**config.mk**
```make
export PLATFORM = sky130hd
export DESIGN_NAME = mem_port_arbiter
export DESIGN_NICKNAME = d
export VERILOG_FILES = /design/src/rtl/mem_port_arbiter.sv
export SDC_FILE = /design/constraint.sdc
export NUM_CORES = 1
export LEC_CHECK = 0
export ABC_AREA = 1
export BUFFER_PORTS_ARGS = -buffer_cell sky130_fd_sc_hd__buf_2
export CAP_MARGIN = 20
export CORE_AREA = 8 8 268 270
export CTS_CLUSTER_DIAMETER = 60
export DETAILED_ROUTE_END_ITERATION = 12
export DIE_AREA = 0 0 276 278
export GPL_ROUTABILITY_DRIVEN = 0
export SLEW_MARGIN = 20
export SYNTH_ARGS = -nofsm -noshare
export SYNTH_HDL_FRONTEND = slang
export SYNTH_SLANG_ARGS = --single-unit
```
**constraint.sdc**
```tcl
create_clock -name CLK -period 3.2 [get_ports CLK]
set_clock_uncertainty 0.15 [all_clocks]
set_input_delay 0.64 -clock CLK [delete_from_list [all_inputs] [get_ports CLK]]
set_output_delay 0.64 -clock CLK [all_outputs]
set_load 0.03 [all_outputs]
```
**src/rtl/mem_port_arbiter.sv**
```systemverilog
// mem_port_arbiter: round-robin sharing of one single-ported line RAM between
// the instruction-fetch and load/store ports, one transaction at a time, with an ack watchdog.
module mem_port_arbiter #(
    parameter int ADDR_W  = 4,
    parameter int LINE_W  = 128,
    parameter int TIMEOUT = 255
) (
    input  logic                CLK,
    input  logic                RST_N,
    input  logic                i_req,
    input  logic [ADDR_W-1:0]   i_addr,
    output logic                i_gnt,
    output logic                i_rvalid,
    output logic [LINE_W-1:0]   i_rdata,
    output logic                i_rerr,
    input  logic                d_req,
    input  logic                d_we,
    input  logic [ADDR_W-1:0]   d_addr,
    input  logic [LINE_W-1:0]   d_wdata,
    input  logic [LINE_W/8-1:0] d_wstrb,
    output logic                d_gnt,
    output logic                d_rvalid,
    output logic [LINE_W-1:0]   d_rdata,
    output logic                d_rerr,
    output logic                mem_req,
    output logic                mem_we,
    output logic [ADDR_W-1:0]   mem_addr,
    output logic [LINE_W-1:0]   mem_wdata,
    output logic [LINE_W/8-1:0] mem_wstrb,
    input  logic                mem_ack,
    input  logic [LINE_W-1:0]   mem_rdata
);
    localparam int SW = LINE_W / 8;
    localparam logic [7:0] TO = 8'(TIMEOUT);

    typedef enum logic [1:0] {IDLE, BUSY, RESP} state_t;

    state_t              state_q, state_d;
    logic [7:0]          cnt_q, cnt_d;
    logic                own_q, own_d, last_q, last_d, err_q, err_d;
    logic                we_q, we_d;
    logic [ADDR_W-1:0]   addr_q, addr_d;
    logic [LINE_W-1:0]   wdata_q, wdata_d;
    logic [SW-1:0]       wstrb_q, wstrb_d;
    logic [LINE_W-1:0]   i_rdata_q, i_rdata_d, d_rdata_q, d_rdata_d;
    logic [LINE_W-1:0]   rd_val;
    logic                grant, sel_data;

    always_comb begin
        // gated by RST_N so no grant can leak out while reset is asserted
        grant     = RST_N && state_q == IDLE && (i_req || d_req);
        sel_data  = d_req && !(i_req && last_q);
        rd_val    = (mem_ack && !we_q) ? mem_rdata : '0;
        state_d   = state_q;
        cnt_d     = cnt_q;
        own_d     = own_q;
        last_d    = last_q;
        err_d     = err_q;
        we_d      = we_q;
        addr_d    = addr_q;
        wdata_d   = wdata_q;
        wstrb_d   = wstrb_q;
        i_rdata_d = i_rdata_q;
        d_rdata_d = d_rdata_q;
        if (grant) begin
            state_d = BUSY;
            own_d   = sel_data;
            last_d  = sel_data;
            we_d    = sel_data && d_we;
            addr_d  = sel_data ? d_addr : i_addr;
            wdata_d = sel_data ? d_wdata : '0;
            wstrb_d = sel_data ? d_wstrb : '0;
        end else if (state_q == BUSY) begin
            cnt_d = cnt_q + 8'd1;
            if (mem_ack || cnt_d == TO) begin
                state_d   = RESP;
                err_d     = !mem_ack;
                i_rdata_d = own_q ? i_rdata_q : rd_val;
                d_rdata_d = own_q ? rd_val : d_rdata_q;
            end
        end else if (state_q == RESP) begin
            state_d = IDLE;
            cnt_d   = '0;
        end
    end

    always_ff @(posedge CLK or negedge RST_N) begin
        if (!RST_N) begin
            state_q   <= IDLE;
            cnt_q     <= '0;
            own_q     <= 1'b0;
            last_q    <= 1'b1;
            err_q     <= 1'b0;
            we_q      <= 1'b0;
            addr_q    <= '0;
            wdata_q   <= '0;
            wstrb_q   <= '0;
            i_rdata_q <= '0;
            d_rdata_q <= '0;
        end else begin
            state_q   <= state_d;
            cnt_q     <= cnt_d;
            own_q     <= own_d;
            last_q    <= last_d;
            err_q     <= err_d;
            we_q      <= we_d;
            addr_q    <= addr_d;
            wdata_q   <= wdata_d;
            wstrb_q   <= wstrb_d;
            i_rdata_q <= i_rdata_d;
            d_rdata_q <= d_rdata_d;
        end
    end

    assign i_gnt     = grant && !sel_data;
    assign d_gnt     = grant && sel_data;
    assign mem_req   = state_q == BUSY;
    assign mem_we    = we_q;
    assign mem_addr  = addr_q;
    assign mem_wdata = wdata_q;
    assign mem_wstrb = wstrb_q;
    assign i_rvalid  = state_q == RESP && !own_q;
    assign d_rvalid  = state_q == RESP && own_q;
    assign i_rerr    = i_rvalid && err_q;
    assign d_rerr    = d_rvalid && err_q;
    assign i_rdata   = i_rdata_q;
    assign d_rdata   = d_rdata_q;
endmodule

```
==> reports/metrics.cfg <==
[power]
p_per_area_nw_per_um2 = 1140
comb_power_share = 0.459
swShare = 0.473
cell_internal_power_uw = 14200
vdd_drop_max_mv = 0.548
net-switching-power_uw = 12800
clock_power_share = 0.211
static-leakage-power_uw = 0.0137
pwr-share-seq = 0.330

[routing]
post-route-drc-count = 0
drt_iter0_drcs = 1134
drt-total-wl_um = 69200
remaining_antenna_violation_count_after_routing = 0
post_drt_via_cell_ratio = 4.67
routedWlPerCell_um = 20.2
total_vias_in_the_final_route = 16000
drt-pass1-iter-count = 5

[global_route]
grt_max_degree = 157
via_count_of_the_first_global_routing_pass = 16300
antenna_violations_before_repair = 18
global_route.overflow_total = 0
global_route_wire_length_before_repair_um = 104000
all_layer_global_routing_usage = 0.172

[sta]
post_route_fraction_of_the_period_consumed_by_the_critical_path = 0.894
timing.slew.headroom = 0.322
finalWorstPathRequiredPeriod_ns = 2.86
rsz_0062_raised_after_global_routing = false
setup-violations-final = 0
report.final.hold_viol_count = 0
setup-tns-final_ns = 0
final_max_slew_violation_count = 0
timing_worst_slew_pin_value_ns = 1.02
clock.fmax_ghz = 0.350

[synth]
ys_warn_count = 0
post_synth.cell_area_avg_sq_um = 9.39
syn-num-nets = 2152
post_synth_inst_count = 1861
synth-seq-area-share = 0.599
synth_seq_cells = 418
yosys.cell_types.count = 24
synthesis.area_sq_um = 17500

[floorplanning]
fp.dieH_um = 278
coreArea_sq_um = 67700
io_pins = 698
fp.dieW_um = 276
fp-row-count = 96
fp.dieArea_sq_um = 76700
start_util = 0.258

[clock_tree]
clock_tree_from_tritoncts = yes
clk-insertion-delay-late_ns = 0.57
numClockSinks = 418
postCtsSetupRepairBufs = 0
numCtsBuffers = 49
ctsHtreeMaxLevel = 2
clock_transition_at_the_registers_of_the_reported_paths_ns = 0.06
cts-root-to-sink-buffers = 3
root_buf_cell = clkbuf_16

[hold_path]
hold_path_depth = 2
worst_hold_path.endpoint = mem_wdata[122]$_DFFE_PN0P_
holdCritStartpoint = d_wdata[122]
hold_class = in2reg

[place]
hpwl_um = 49600
io_buffers = 697
placed_cell_area_sq_um = 21900

[layout]
final_nets = 2782
layout-drive-gt1-share = 0.330
final_core_util = 0.349
fill_count = 7021
final_cell_mix = 695 x buf_2, 556 x nand2_1, 416 x dfrtp_1
finish.instance_area_sq_um = 23700
final_common_cell = buf_2
syn2layout_area_growth_pct = 35.4

[critical_path]
cp_data_arrival_time_ns = 2.07
reg2reg_slack_ns = 0.64
cp-start-kind = register
path_cells = inv_1 > ha_1 > nand2_1 > nor2_1 > buf_4 > inv_4 > a21oi_1 > clkbuf_4
worst-endpoint-required_ns = 2.41
rr_endpoint = d_rdata[45]$_DFFE_PN0P_
worst_r2r_startpoint = cnt_q[0]$_DFFE_PN0P_
cpMaxStageDelayCell = dfrtp_1
critPathKind = reg2out
timing.critical_path.slowest_cell_delay_ns = 0.39
worstSetupEndpointType = output pin
path_depth_of_the_worst_reg2reg_path = 12
critical_path.max_fanout = 6

[status]
status = finished clean

[job]
max_cap_viol_count = 0

==> flip-flops by register name, indices dropped and copies added, names as in the netlist <==
| signal | flops |
|---|---|
| cnt_q | 8 |
| d_rdata | 128 |
| err_q | 1 |
| i_rdata | 128 |
| last_q | 1 |
| mem_addr | 4 |
| mem_wdata | 128 |
| mem_we | 1 |
| mem_wstrb | 16 |
| own_q | 1 |
| state_q | 2 |
==> how the worst max path moves through the flow <==
| stage | startpoint | end | slack [ns] | cells past startpoint |
|---|---|---|---|---|
| floorplan | RST_N | i_gnt | 0.65 | 4 |
| global placement | RST_N | i_gnt | 0.68 | 7 |
| detailed placement | RST_N | i_gnt | 0.69 | 7 |
| CTS | RST_N | i_gnt | 0.03 | 8 |
| global route | state_q[1]$_DFFE_PN0P_ | i_gnt | 0.15 | 8 |
| finish | state_q[1]$_DFFE_PN0P_ | i_gnt | 0.34 | 8 |
==> cells in the mapped netlist <==
library cell,count,area [sq um]
buf_2,36,180
o31ai_1,1,7.51
dfrtp_1,417,10400
inv_1,144,541
a21oi_1,1,5.00
a22o_1,144,1260
o22ai_1,3,18.8
clkbuf_1,102,383
nand3_2,2,20.0
nor2_1,143,537
dfstp_2,1,26.3
nor2_2,1,6.26
o21bai_1,1,7.51
ha_1,5,62.6
buf_1,3,11.3
buf_4,17,128
nand2_1,557,2090
nand2_2,1,6.26
o21ai_0,6,30.0
o21ai_1,1,5.00
nand4_1,258,1610
nand3_1,14,70.1
nor3_1,1,5.00
buf_6,2,22.5
==> metal layers <==
layer / up-vias / track usage / wire length (um)
met1: 7682 / 0.201 / 27500
met3: 118 / 0.0590 / 5420
met2: 630 / 0.289 / 33100
met5: - / 0 / 115
li1: 7517 / - / -
met4: 20 / 0.0694 / 2970
==> final cells by class <==
class / instances / area, sq um / area share
multi-input combinational: 1139 / 5820 / 0.246
clock inverter: 13 / 113 / 0.00476
sequential: 418 / 10500 / 0.442
tap: 882 / 1100 / 0.0466
clock buffer: 75 / 1560 / 0.0658
antenna: 7 / 17.5 / 0.000740
timing repair buffer: 739 / 4040 / 0.171
inverter: 144 / 543 / 0.0229
==> power groups by stage <==
stage	logic, uW	clock network, uW	registers, uW
CTS	12600	5870	8910
detailed placement	12600	0	8930
global route	13200	6080	9190
global placement	12500	0	8950
finish	12400	5700	8910
floorplan	3340	0	13300
==> logic make-up (layout without fill, tap and decap cells) <==
logic type	Yosys count	after routing	share of synthesized area
and+or+nand+nor	977	977	0.249
buffers and inverters	304	971	0.0724
AOI/OAI and AO/OA	157	157	0.0764
adders and majority gates	5	5	0.00358
other	0	7	0
DFF	418	418	0.599
==> stage by stage <==
step                power (uW)  worst slack [ns]  std cells  hold WS [ns]
finish                   27000             0.339       3417         0.124
global route             28500             0.147       3413        0.0821
CTS                      27400            0.0326       3409        0.0707
detailed placement       21500             0.685       3320         0.303
global placement         21400             0.677       3320         0.299
floorplan                16600             0.653       1861         0.194
==> worst max-delay path: cells and delay by family (launching register included) <==
| kind | cells | cell delay (ns) |
|---|---|---|
| AO/OA/AOI/OAI | 1 | 0.15 |
| AND/OR/NAND/NOR | 2 | 0.23 |
| buffers and inverters | 4 | 0.57 |
| flip-flops | 1 | 0.39 |
| adder cells (fa/ha/maj) | 1 | 0.17 |
==> repair_timing <==
action / in CTS / in global routing
gates resized for setup: 0 / 3
endpoints found under the setup margin: 0 / 1
endpoints found under the hold margin: 20 / 0
hold buffers: 1 / 0
No activity file was read; power rests on OpenSTA's default activity.
